===== config.mk =====
export PLATFORM = sky130hd
export DESIGN_NAME = wb_write_queue_flat
export DESIGN_NICKNAME = d
export VERILOG_FILES = /design/src/rtl/wb_write_queue_if.sv /design/src/rtl/wb_write_queue.sv /design/src/flat_wrapper.sv
export SDC_FILE = /design/constraint.sdc
export NUM_CORES = 1
export LEC_CHECK = 0
export ABC_AREA = 1
export CAP_MARGIN = 20
export CORE_ASPECT_RATIO = 2
export CORE_MARGIN = 2
export CORE_UTILIZATION = 35
export CTS_CLUSTER_DIAMETER = 50
export DETAILED_ROUTE_END_ITERATION = 8
export SKIP_LAST_GASP = 1
export SLEW_MARGIN = 20
export SYNTH_ARGS = -nofsm -noshare
export SYNTH_HDL_FRONTEND = slang
export SYNTH_SLANG_ARGS = --single-unit

===== constraint.sdc =====
create_clock -name clk_i -period 3.8 [get_ports clk_i]
set_clock_uncertainty 0.15 [all_clocks]
set_input_delay 0.38 -clock clk_i [delete_from_list [all_inputs] [get_ports clk_i]]
set_output_delay 0.38 -clock clk_i [all_outputs]
set_load 0.005 [all_outputs]

===== src/rtl/wb_write_queue_if.sv =====
// Write-queue bus: producer offer, hold, register-file write port,
// lookup probe and occupancy count.
interface wb_write_queue_if #(
  parameter int DEPTH = 4
);
  localparam int CW = $clog2(DEPTH) + 1;

  logic          WrValid_i;
  logic [4:0]    WrReg_i;
  logic [31:0]   WrData_i;
  logic          WrReady_o;
  logic          Hold_i;
  logic          RegWrite_o;
  logic [4:0]    WriteRegister_o;
  logic [31:0]   WriteData_o;
  logic [4:0]    LookupReg_i;
  logic          LookupHit_o;
  logic [31:0]   LookupData_o;
  logic [CW-1:0] Count_o;

  modport master (
    output WrValid_i, WrReg_i, WrData_i,
    output Hold_i, LookupReg_i,
    input  WrReady_o, RegWrite_o,
    input  WriteRegister_o, WriteData_o,
    input  LookupHit_o, LookupData_o,
    input  Count_o
  );

  modport slave (
    input  WrValid_i, WrReg_i, WrData_i,
    input  Hold_i, LookupReg_i,
    output WrReady_o, RegWrite_o,
    output WriteRegister_o, WriteData_o,
    output LookupHit_o, LookupData_o,
    output Count_o
  );
endinterface


===== src/rtl/wb_write_queue.sv =====
// Pending register-write FIFO with in-flight output stage and lookup.
// Ports: clk_i, rst_i (async active-low), bus (wb_write_queue_if.slave).
module wb_write_queue #(
  parameter int DEPTH = 4
) (
  input  logic clk_i,
  input  logic rst_i,
  wb_write_queue_if.slave bus
);
  localparam int AW = $clog2(DEPTH);
  localparam int CW = AW + 1;

  logic [4:0]    reg_q [DEPTH];
  logic [31:0]   dat_q [DEPTH];
  logic [AW-1:0] head;
  logic [AW-1:0] tail;
  logic [CW-1:0] count;
  logic          wr_en;
  logic [4:0]    wr_reg;
  logic [31:0]   wr_dat;
  logic          ready;
  logic          push;
  logic          pop;
  logic          hit;
  logic [31:0]   hit_dat;
  logic [AW-1:0] idx;

  assign ready = count < CW'(DEPTH);
  // r0 writes complete the handshake but are never stored
  assign push  = bus.WrValid_i && ready &&
                 (bus.WrReg_i != 5'd0);
  assign pop   = (count != '0) && !bus.Hold_i;

  always_ff @(posedge clk_i) begin
    if (push) begin
      reg_q[tail] <= bus.WrReg_i;
      dat_q[tail] <= bus.WrData_i;
    end
  end

  always_ff @(posedge clk_i or negedge rst_i) begin
    if (!rst_i) begin
      head   <= '0;
      tail   <= '0;
      count  <= '0;
      wr_en  <= 1'b0;
      wr_reg <= 5'd0;
      wr_dat <= 32'd0;
    end else begin
      wr_en <= pop;
      if (pop) begin
        wr_reg <= reg_q[head];
        wr_dat <= dat_q[head];
        head   <= head + 1'b1;
      end
      if (push)
        tail <= tail + 1'b1;
      unique case ({push, pop})
        2'b10:   count <= count + 1'b1;
        2'b01:   count <= count - 1'b1;
        default: count <= count;
      endcase
    end
  end

  // Lowest priority first: in-flight stage, then
  // queue oldest to newest so the newest match wins.
  always_comb begin
    hit     = 1'b0;
    hit_dat = 32'd0;
    idx     = '0;
    if (wr_en && wr_reg == bus.LookupReg_i) begin
      hit     = 1'b1;
      hit_dat = wr_dat;
    end
    for (int i = 0; i < DEPTH; i++) begin
      idx = head + AW'(i);
      if (CW'(i) < count &&
          reg_q[idx] == bus.LookupReg_i) begin
        hit     = 1'b1;
        hit_dat = dat_q[idx];
      end
    end
    if (bus.LookupReg_i == 5'd0) begin
      hit     = 1'b0;
      hit_dat = 32'd0;
    end
  end

  assign bus.WrReady_o       = ready;
  assign bus.RegWrite_o      = wr_en;
  assign bus.WriteRegister_o = wr_reg;
  assign bus.WriteData_o     = wr_dat;
  assign bus.LookupHit_o     = hit;
  assign bus.LookupData_o    = hit_dat;
  assign bus.Count_o         = count;
endmodule

===== src/flat_wrapper.sv =====
// flat-port wrapper written by rule: the top's interface ports become plain ports
module wb_write_queue_flat 
#(
  parameter int DEPTH = 4
)
  (clk_i, rst_i, bus_WrValid_i, bus_WrReg_i, bus_WrData_i, bus_Hold_i, bus_LookupReg_i, bus_WrReady_o, bus_RegWrite_o, bus_WriteRegister_o, bus_WriteData_o, bus_LookupHit_o, bus_LookupData_o, bus_Count_o);
  wb_write_queue_if #(.DEPTH(DEPTH)) bus_i ();
  input  logic clk_i;
  input  logic rst_i;
  input wire logic [$bits(bus_i.WrValid_i)-1:0] bus_WrValid_i;
  input wire logic [$bits(bus_i.WrReg_i)-1:0] bus_WrReg_i;
  input wire logic [$bits(bus_i.WrData_i)-1:0] bus_WrData_i;
  input wire logic [$bits(bus_i.Hold_i)-1:0] bus_Hold_i;
  input wire logic [$bits(bus_i.LookupReg_i)-1:0] bus_LookupReg_i;
  output wire logic [$bits(bus_i.WrReady_o)-1:0] bus_WrReady_o;
  output wire logic [$bits(bus_i.RegWrite_o)-1:0] bus_RegWrite_o;
  output wire logic [$bits(bus_i.WriteRegister_o)-1:0] bus_WriteRegister_o;
  output wire logic [$bits(bus_i.WriteData_o)-1:0] bus_WriteData_o;
  output wire logic [$bits(bus_i.LookupHit_o)-1:0] bus_LookupHit_o;
  output wire logic [$bits(bus_i.LookupData_o)-1:0] bus_LookupData_o;
  output wire logic [$bits(bus_i.Count_o)-1:0] bus_Count_o;
  assign bus_i.WrValid_i = bus_WrValid_i;
  assign bus_i.WrReg_i = bus_WrReg_i;
  assign bus_i.WrData_i = bus_WrData_i;
  assign bus_i.Hold_i = bus_Hold_i;
  assign bus_i.LookupReg_i = bus_LookupReg_i;
  assign bus_WrReady_o = bus_i.WrReady_o;
  assign bus_RegWrite_o = bus_i.RegWrite_o;
  assign bus_WriteRegister_o = bus_i.WriteRegister_o;
  assign bus_WriteData_o = bus_i.WriteData_o;
  assign bus_LookupHit_o = bus_i.LookupHit_o;
  assign bus_LookupData_o = bus_i.LookupData_o;
  assign bus_Count_o = bus_i.Count_o;
  wb_write_queue #(.DEPTH(DEPTH)) u_core (.clk_i(clk_i), .rst_i(rst_i), .bus(bus_i));
endmodule

Word-level counts from Yosys, hierarchy flattened:

Memory sizes are Yosys's and may differ from the RTL's.
Cells that the tools add are included.

* output and inout bits: 75
* input port bits: 46
* ROM bits: 0
* memories kept: 2
* logic and storage cells: 54
* bits in latches: 0
* memory bits (writable): 148
* register bits: 45

* mux-type cells: 15
* div/mod/pow operators: 0
* shift operators: 0
* multiply operators: 0
* reduce and logical (&&, ||, !) cells: 13
* bitwise operators: 0
* eq/ne operators: 7
* add/subtract/negate cells: 6
* magnitude comparators: 5

Memories
* u_core.dat_q: depth 4, bits a word 32, rd ports 4, clocked after memory_dff 0, wr ports 1, RTL line wb_write_queue.sv:14 `logic [31:0] dat_q [DEPTH];`
* u_core.reg_q: depth 4, bits a word 5, rd ports 4, clocked after memory_dff 0, wr ports 1, RTL line wb_write_queue.sv:13 `logic [4:0] reg_q [DEPTH];`

Operators with widths (count)
* $mux W32: 6
* $eq A5 B5 Y1: 5
* $logic_and A1 B1 Y1: 8
* $mux W1: 8
* $lt A1 B3 Y1 const A: 2
* $lt A2 B3 Y1 const A: 2
* $pmux W3 S2: 1
* $logic_not A5 Y1: 1
* $reduce_bool A5 Y1: 1
* $add A2 B1 Y2 const B: 2
* $add A2 B2 Y2 const B: 2
* $add A3 B1 Y3 const B: 1
* $lt A3 B3 Y1 const B: 1
* $reduce_bool A3 Y1: 1
* $sub A3 B1 Y3 const B: 1
* $eq A2 B1 Y1 const B: 1
* $eq A2 B2 Y1 const B: 1
* $reduce_bool A2 Y1: 1
* $logic_not A1 Y1: 1

Longest topological paths before layout:

* depth after elaboration: 8
* mapped depth: 16
* gate-level depth less buffers: 13

Worst setup path after synthesis:

OpenSTA, ideal clock, no wires.

* path kind: register -> register
* from: register u_core.count[2], in the netlist u_core.bus.Count_o[2]
* to: memory u_core.dat_q[0][0], enable pin
* setup time: 0.431 ns
* stages on the path, launching flop included: 4
* required time: 3.219 ns
* path slack: 0.802 ns
* data arrival time: 2.417 ns
* path through: dfrtp_1 inv_1 o311ai_2 nor2_1

* longest elaborated chain between the ends: 5

Ends and longest elaborated chain
* start, declared: RTL line wb_write_queue.sv:17 `logic [CW-1:0] count;`
* start signal, assigned: RTL line wb_write_queue.sv:59 `2'b10: count <= count + 1'b1;`
* start signal, assigned: RTL line wb_write_queue.sv:60 `2'b01: count <= count - 1'b1;`
* start signal, assigned: RTL line wb_write_queue.sv:61 `default: count <= count;`
* $lt A3 B3 Y1: RTL line wb_write_queue.sv:28 `assign ready = count < CW'(DEPTH);`
* net bus_WrReady_o: RTL line flat_wrapper.sv:15 `output wire logic [$bits(bus_i.WrReady_o)-1:0] bus_WrReady_o;`
* $logic_and A1 B1 Y1 (2 in series): RTL line wb_write_queue.sv:30 `assign push = bus.WrValid_i && ready &&`
* $mux W1: RTL line wb_write_queue.sv:35 `if (push) begin`
* $mux W1 (not written as such): RTL line wb_write_queue.sv:37 `dat_q[tail] <= bus.WrData_i;`
* end, declared: RTL line wb_write_queue.sv:14

The timed path passes the listed nets, and every way through them passes these cells.

Worst setup path in the final report:

* from: register u_core.head[0]
* to: output port bus_LookupData_o[27]

* longest elaborated chain between the ends: 8
* elaborated cells between the ends (all ways): 18

Ends and longest elaborated chain
* start, declared: RTL line wb_write_queue.sv:15 `logic [AW-1:0] head;`
* start signal, assigned: RTL line wb_write_queue.sv:54 `head <= head + 1'b1;`
* $add A2 B1 Y2 / $mem_v2 Z4 W5 (equally long branches)
* $mem_v2 Z4 W5 / $eq A5 B5 Y1 (equally long branches)
* $eq A5 B5 Y1 / $logic_and A1 B1 Y1 (equally long branches): RTL line wb_write_queue.sv:79, wb_write_queue.sv:78
* $logic_and A1 B1 Y1 / $mux W32 (equally long branches): RTL line wb_write_queue.sv:78 `if (CW'(i) < count &&`
* $mux W32 (2 in series): RTL line wb_write_queue.sv:78
* $mux W32 (*): RTL line wb_write_queue.sv:78
* $mux W32 (*): RTL line wb_write_queue.sv:84 `if (bus.LookupReg_i == 5'd0) begin`
* end, declared: RTL line flat_wrapper.sv:20 `output wire logic [$bits(bus_i.LookupData_o)-1:0] bus_LookupData_o;`

Mark *: on every way between the ends. The rest lies on a longest branch, timed or not.

==> impl_metrics.env <==
export IMPL_cp_max_fo=29
export IMPL_dominantRegCellSynth="edfxtp_1"
export IMPL_wl_met3_um=1550
export IMPL_synthMostInstantiatedCell="nand2_1"
export IMPL_port_buffers=120
export IMPL_vias=11000
export IMPL_worst_r2r_cell_count=5
export IMPL_antenna_found_initial=1
export IMPL_grt_use_total=0.213
export IMPL_die_x_um=134
export IMPL_critPathArrivalTime_ps=3300
export IMPL_hpwl_um=24600
export IMPL_area_growth_pct=22.8
export IMPL_status="complete, but fails checks"
export IMPL_synthesis_area_mm2=0.0118
export IMPL_power_frac_seq=0.256
export IMPL_cts_tree="done"
export IMPL_syn_avg_cell_area_um2=7.40
export IMPL_synth_common_cells="467 x nand2_1, 337 x o21ai_0, 178 x nor2_1"
export IMPL_drtPass1Iterations=6
export IMPL_grt_pass1_vias=10700
export IMPL_end_kind="output pin"
export IMPL_viasPerCell=5.17
export IMPL_ant_nets=0
export IMPL_layout_nets=1736
export IMPL_violations="negative setup slack"
export IMPL_fin_cells=2131
export IMPL_cts_buffer_depth=2
export IMPL_cts_max_level=4
export IMPL_core_area_mm2=0.0334
export IMPL_r2r_start="u_core.bus.Count_o[2]"
export IMPL_ys_ff_latch=193
export IMPL_combPwrFrac=0.601
export IMPL_rsz0062_at_grt="yes"
export IMPL_ir_drop_v=0.000445
export IMPL_synth_cells=1599
export IMPL_initial_utilization=0.354
export IMPL_finalCritPeriodShare=1.01
export IMPL_yosys_warnings=0
export IMPL_route_detailed_drc=0
export IMPL_cts_root_buf="clkbuf_16"
export IMPL_power_density_mw_per_mm2=824
export IMPL_clock_power_share=0.143
export IMPL_grt_max_degree=140
export IMPL_top_layer="met4"
export IMPL_final_max_slew_viol_count=0
export IMPL_fmax_mhz=261
export IMPL_finalPower_mw=12.0
export IMPL_num_rows=95
export IMPL_setup_viol=4
export IMPL_p_switching_mw=5.58
export IMPL_synth_edf_count=148
export IMPL_hold_viol=0
export IMPL_final_setup_worst_slack_ps=-27.9
export IMPL_wl_met1_um=14100
export IMPL_clkTransAtPathRegs_ps=70
export IMPL_dieArea_mm2=0.0354
export IMPL_synth_top_area_cell="edfxtp_1"
export IMPL_insertion_delay_ps=460
export IMPL_drt_total_wl_um=37300
export IMPL_gp_congestion=0.872
export IMPL_p_sw_frac=0.466
export IMPL_fillers=3287
export IMPL_ioPinCount=121
export IMPL_cap_violations=0
export IMPL_synth_distinct_cells=34
export IMPL_grt_overflow_total=0
export IMPL_hold_class="in -> async"
export IMPL_period_minus_slack_ps=3830
export IMPL_startpoint_type="flop"
export IMPL_power_leakage_nw=6.01
export IMPL_max_slew_margin_rel=0.376
export IMPL_cp_data_required_time_ps=3270
export IMPL_seq_area_frac_synth=0.471
export IMPL_wl_per_cell_um=17.5
export IMPL_synth_area_leaders="edfxtp_1 38%, nand2_1 15%, o21ai_0 14%"
export IMPL_fp_dieH_um=264
export IMPL_dr_wl_met2_um=20100
export IMPL_worstMarginPinSlew_ps=934
export IMPL_async_flop_share=0.233
export IMPL_cts_sinks=193
export IMPL_synth_top_area_share=0.376
export IMPL_drtIter0Drc=829
export IMPL_cp_startpoint="u_core.head[0]"
export IMPL_drive_gt1_frac=0.0826
export IMPL_dp_cells=2079
export IMPL_internal_power_mw=6.39
export IMPL_critPathKind="reg -> out"
export IMPL_synth_fp_nets=1654
export IMPL_grt_pass1_wl_um=57500
export IMPL_numCtsBuffers=17
==> worst max-delay path: stages (launching register included) <==
cell             delay [ps]
dfrtp_4                 520
buf_12                  190
xnor2_2                 250
nand2_1                 130
nand3_1                 160
nand2_1                 110
nor2_4                  180
nand3_4                 160
clkbuf_16               230
nand3_2                  80
nand3_1                  90
a21oi_2                 210
clkdlybuf4s50_1         520
==> routing by layer <==
metal | up-vias | global-route usage
met5 | - | 0
met4 | 0 | 0.119
met3 | 99 | 0.0261
met2 | 373 | 0.397
met1 | 5122 | 0.228
li1 | 5420 | -
==> stage by stage <==
step | cell area, µm² | hold WS, ps | TNS, ps | worst slack (ps) | utilization
floorplan | 11800 | -65.6 | 0 | 802 | -
global placement | 13500 | 297 | 0 | 24.3 | 0.405
detailed placement | 13500 | 310 | 0 | 98.2 | 0.405
CTS | 14400 | 363 | -27.1 | -14.3 | 0.431
global route | 14500 | 380 | -2980 | -171 | 0.435
finish | 14500 | 330 | -62.7 | -27.9 | 0.435
==> flip-flops by register name, indices dropped and copies added (netlist names) <==
name                        cells
u_core.bus.Count_o              3
u_core.bus.RegWrite_o           1
u_core.bus.WriteData_o         32
u_core.bus.WriteRegister_o      5
u_core.dat_q                  128
u_core.head                     2
u_core.reg_q                   20
u_core.tail                     2
==> timing repair <==
| item | 4_1_cts | 5_1_grt |
|---|---|---|
| hold buffers | 1 | 0 |
| gates resized for setup | 40 | 27 |
| pin swaps | 7 | 2 |
| endpoints found under the hold margin | 21 | 0 |
| buffers inserted | 11 | 3 |
| cloned | 3 | 1 |
| setup endpoints to repair | 32 | 32 |
==> power by group through the flow <==
| stage | combinational [mW] | clock (mW) | sequential [mW] |
|---|---|---|---|
| 2_1_floorplan | 4.23 | 0 | 3.02 |
| 3_3_place_gp | 6.64 | 0 | 3.10 |
| 3_5_place_dp | 6.72 | 0 | 3.11 |
| 4_1_cts | 7.07 | 1.74 | 3.06 |
| 5_1_grt | 8.02 | 1.83 | 3.11 |
| 6_report | 7.19 | 1.71 | 3.06 |
==> final cells by class <==
class	instances	area, µm²	share of cell area
flip-flops and latches	193	5580	0.384
repair buffers	169	1840	0.127
well taps	436	546	0.0375
clock inverters	14	118	0.00810
diodes	1	2.50	0.000172
inverters	125	487	0.0335
clock buffers	18	429	0.0295
multi-input cells	1175	5530	0.381
==> cell usage in the layout (no fill, tap or decap), types with 3 or more instances in the layout <==
| master | n |
|---|---|
| dlymetal6s2s_1 | 6 |
| dfrtp_1 | 43 |
| buf_4 | 27 |
| nand2_1 | 465 |
| edfxtp_1 | 148 |
| clkdlybuf4s50_1 | 112 |
| nand3_2 | 5 |
| ha_1 | 9 |
| clkinv_4 | 7 |
| or2_2 | 3 |
| buf_12 | 17 |
| clkinvlp_4 | 3 |
| nand2_2 | 3 |
| o21ai_0 | 332 |
| inv_1 | 120 |
| clkinv_1 | 4 |
| nand3_1 | 98 |
| nand4_1 | 5 |
| a21oi_2 | 26 |
| o21ai_1 | 8 |
| nor2_4 | 8 |
| a21oi_1 | 13 |
| xor2_1 | 9 |
| clkbuf_16 | 18 |
| nor2_1 | 172 |
==> kinds of logic (layout without fill, tap and decap cells) <==
kind of cell,count (synthesis),in the layout,synth area share
flops,193,193,0.471
fa+ha+maj,9,9,0.00952
xor+xnor,14,16,0.0116
simple gates,767,767,0.262
compound gates,382,382,0.163
mux,1,1,0.000846
other cells,0,1,0
buf+inv,233,326,0.0827
==> worst paths after layout <==
path	to	slack, ps
hold reg to reg	u_core.bus.WriteRegister_o[2]	390
max in group asynchronous	u_core.bus.WriteData_o[15]	2340
setup reg to reg	u_core.dat_q[1][4]	1050
min in group clk_i	u_core.bus.RegWrite_o	380
setup / recovery	bus_LookupData_o[27]	-30
hold / removal	u_core.bus.WriteRegister_o[0]	330
Power figures use the tool's default switching activity.
==> variant (config.mk and constraints unchanged) <==
`DEPTH` is set to 4 in 3 places; all go to 8.
--- a/src/rtl/wb_write_queue_if.sv
+++ b/src/rtl/wb_write_queue_if.sv
@@ -3,3 +3,3 @@
 interface wb_write_queue_if #(
-  parameter int DEPTH = 4
+  parameter int DEPTH = 8
 );
--- a/src/rtl/wb_write_queue.sv
+++ b/src/rtl/wb_write_queue.sv
@@ -3,3 +3,3 @@
 module wb_write_queue #(
-  parameter int DEPTH = 4
+  parameter int DEPTH = 8
 ) (
--- a/src/flat_wrapper.sv
+++ b/src/flat_wrapper.sv
@@ -3,3 +3,3 @@
 #(
-  parameter int DEPTH = 4
+  parameter int DEPTH = 8
 )
Interface: changed (resized bus_Count_o); port bits go from 121 to 122. The function was not compared with the original's and may differ.
==> variant against the original RTL <==
The flow still finishes with violations (negative setup slack); critical path depth rose by 7; area after synthesis rose by 110%; cell area rose by 120%; sequential cell count rose by 151; routed wire length rose to 2.5 times the old value; critical path type unchanged; worst setup slack got worse by 390 ps.
Power is not shown: default switching activity piles up to over one toggle a cycle in this logic, so the estimate is an artifact.
==> variant: results (changes against the original RTL) <==
qor: synth.synth-edff-count 296 [+100%]
qor: routing.highest-signal-layer met5
qor: status.outcome complete, but fails checks
qor: place.post-place-ws -156 ps [-255 ps]
qor: routing.routedLengthMet1 34200 um [+140%]
qor: synth.synth.mux.area_fraction 0.0381 [+0.0373]
qor: clock_network.clock-sinks 344 [+78%]
qor: synth.synth_commonest_cells 1167 x nand2_1, 549 x o21ai_0, 296 x edfxtp_1, 292 x nor2_1, 243 x inv_1
qor: routing.initial_drc_count 2094 [+150%]
qor: setup_path.critPathArrivalTime 3690 ps [+390 ps]
qor: timing.final.setup.worst_slack -421 ps [-393 ps]
qor: synth.postSynth.asyncResetShare 0.140 [-0.0936]
qor: final_layout.layout.nets 3775 [+120%]
qor: setup_path.r2r.worst_path.cells 7 [+2]
qor: routing.routed_wirelength 94800 um [+150%]
qor: routing.dr_total_vias 25015 [+130%]
qor: synth.synth_compound_area_frac 0.186 [+0.0232]
qor: routing.drt-vias-per-instance 5.38 [+4.0%]
qor: clock_network.numCtsBuffers 36 [+19]
qor: synth.synthXorXnorAreaFrac 0.00811 [-0.00353]
qor: global_routing.grt_pass1_vias 23604 [+120%]
qor: synth.synth_cells 3527 [+120%]
qor: place.post-dp-hpwl 58300 um [+140%]
qor: global_routing.grt_max_degree 220 [+57%]
qor: final_layout.largest_register_ffs 256 [+100%]
qor: final_layout.multi_input_area_share 0.433 [+0.0524]
qor: final_layout.nNonClkInverters 254 [+100%]
qor: global_routing.gr-usage-all-layers 0.249 [+0.0358]
qor: place.placedInstanceArea 28000 um2 [+110%]
qor: timing.setup_viol_count_final 33 [+29]
qor: synth.synth.top_cells.by_area edfxtp_1 36%, nand2_1 18%, o21ai_0 11%, dfrtp_1 4.9%, nor2_1 4.4%
qor: setup_path.critPathMaxFanout 8 [-72%]
qor: setup_path.regToRegStartpoint u_core.bus.Count_o[3]$_DFFE_PN0P_
qor: status.violations negative setup slack
qor: clock_network.cts_max_path_buffers 3 [+1]
qor: final_layout.fillerInstances 6851 [+110%]
qor: final_layout.layout-drive-gt1-share 0.175 [+0.0924]
qor: timing.tightestPinTransition 1080 ps [+148 ps]
qor: place.gpl.final_weighted_congestion 0.921 [+5.5%]
qor: final_layout.clkCellAreaFrac 0.0391 [+0.00144]
==> variant: cell count changes after synthesis, sizes merged, moves of 40 or more <==
| cell | delta |
|---|---|
| a21oi | +151 |
| buf | +106 |
| clkbuf | +40 |
| edfxtp | +148 |
| inv | +128 |
| mux2i | +93 |
| nand2 | +706 |
| nand3 | +71 |
| nor2 | +116 |
| o21ai | +314 |
==> variant: critical path, cell delays in order (launching register included) <==
cell and delay, ps:
dfrtp_4 510, inv_4 90, ha_4 240, buf_12 150
clkinv_8 60, buf_4 120, nand3_4 70, nand3_2 80
nand2_1 90, xor2_1 150, nor2_1 210, nand4_1 210
bufinv_8 340, buf_12 160, buf_6 110, a21oi_2 30
nand2_1 70, nand2_2 60, a21oi_4 200, buf_2 150
==> variant: metrics by stage <==
step / util / TNS (ps)
final: 0.453 / -11040
after global routing: 0.453 / -14000
after CTS: 0.435 / -9110
after detailed placement: 0.401 / -1950
after global placement: 0.401 / -1690
after floorplan: - / 0
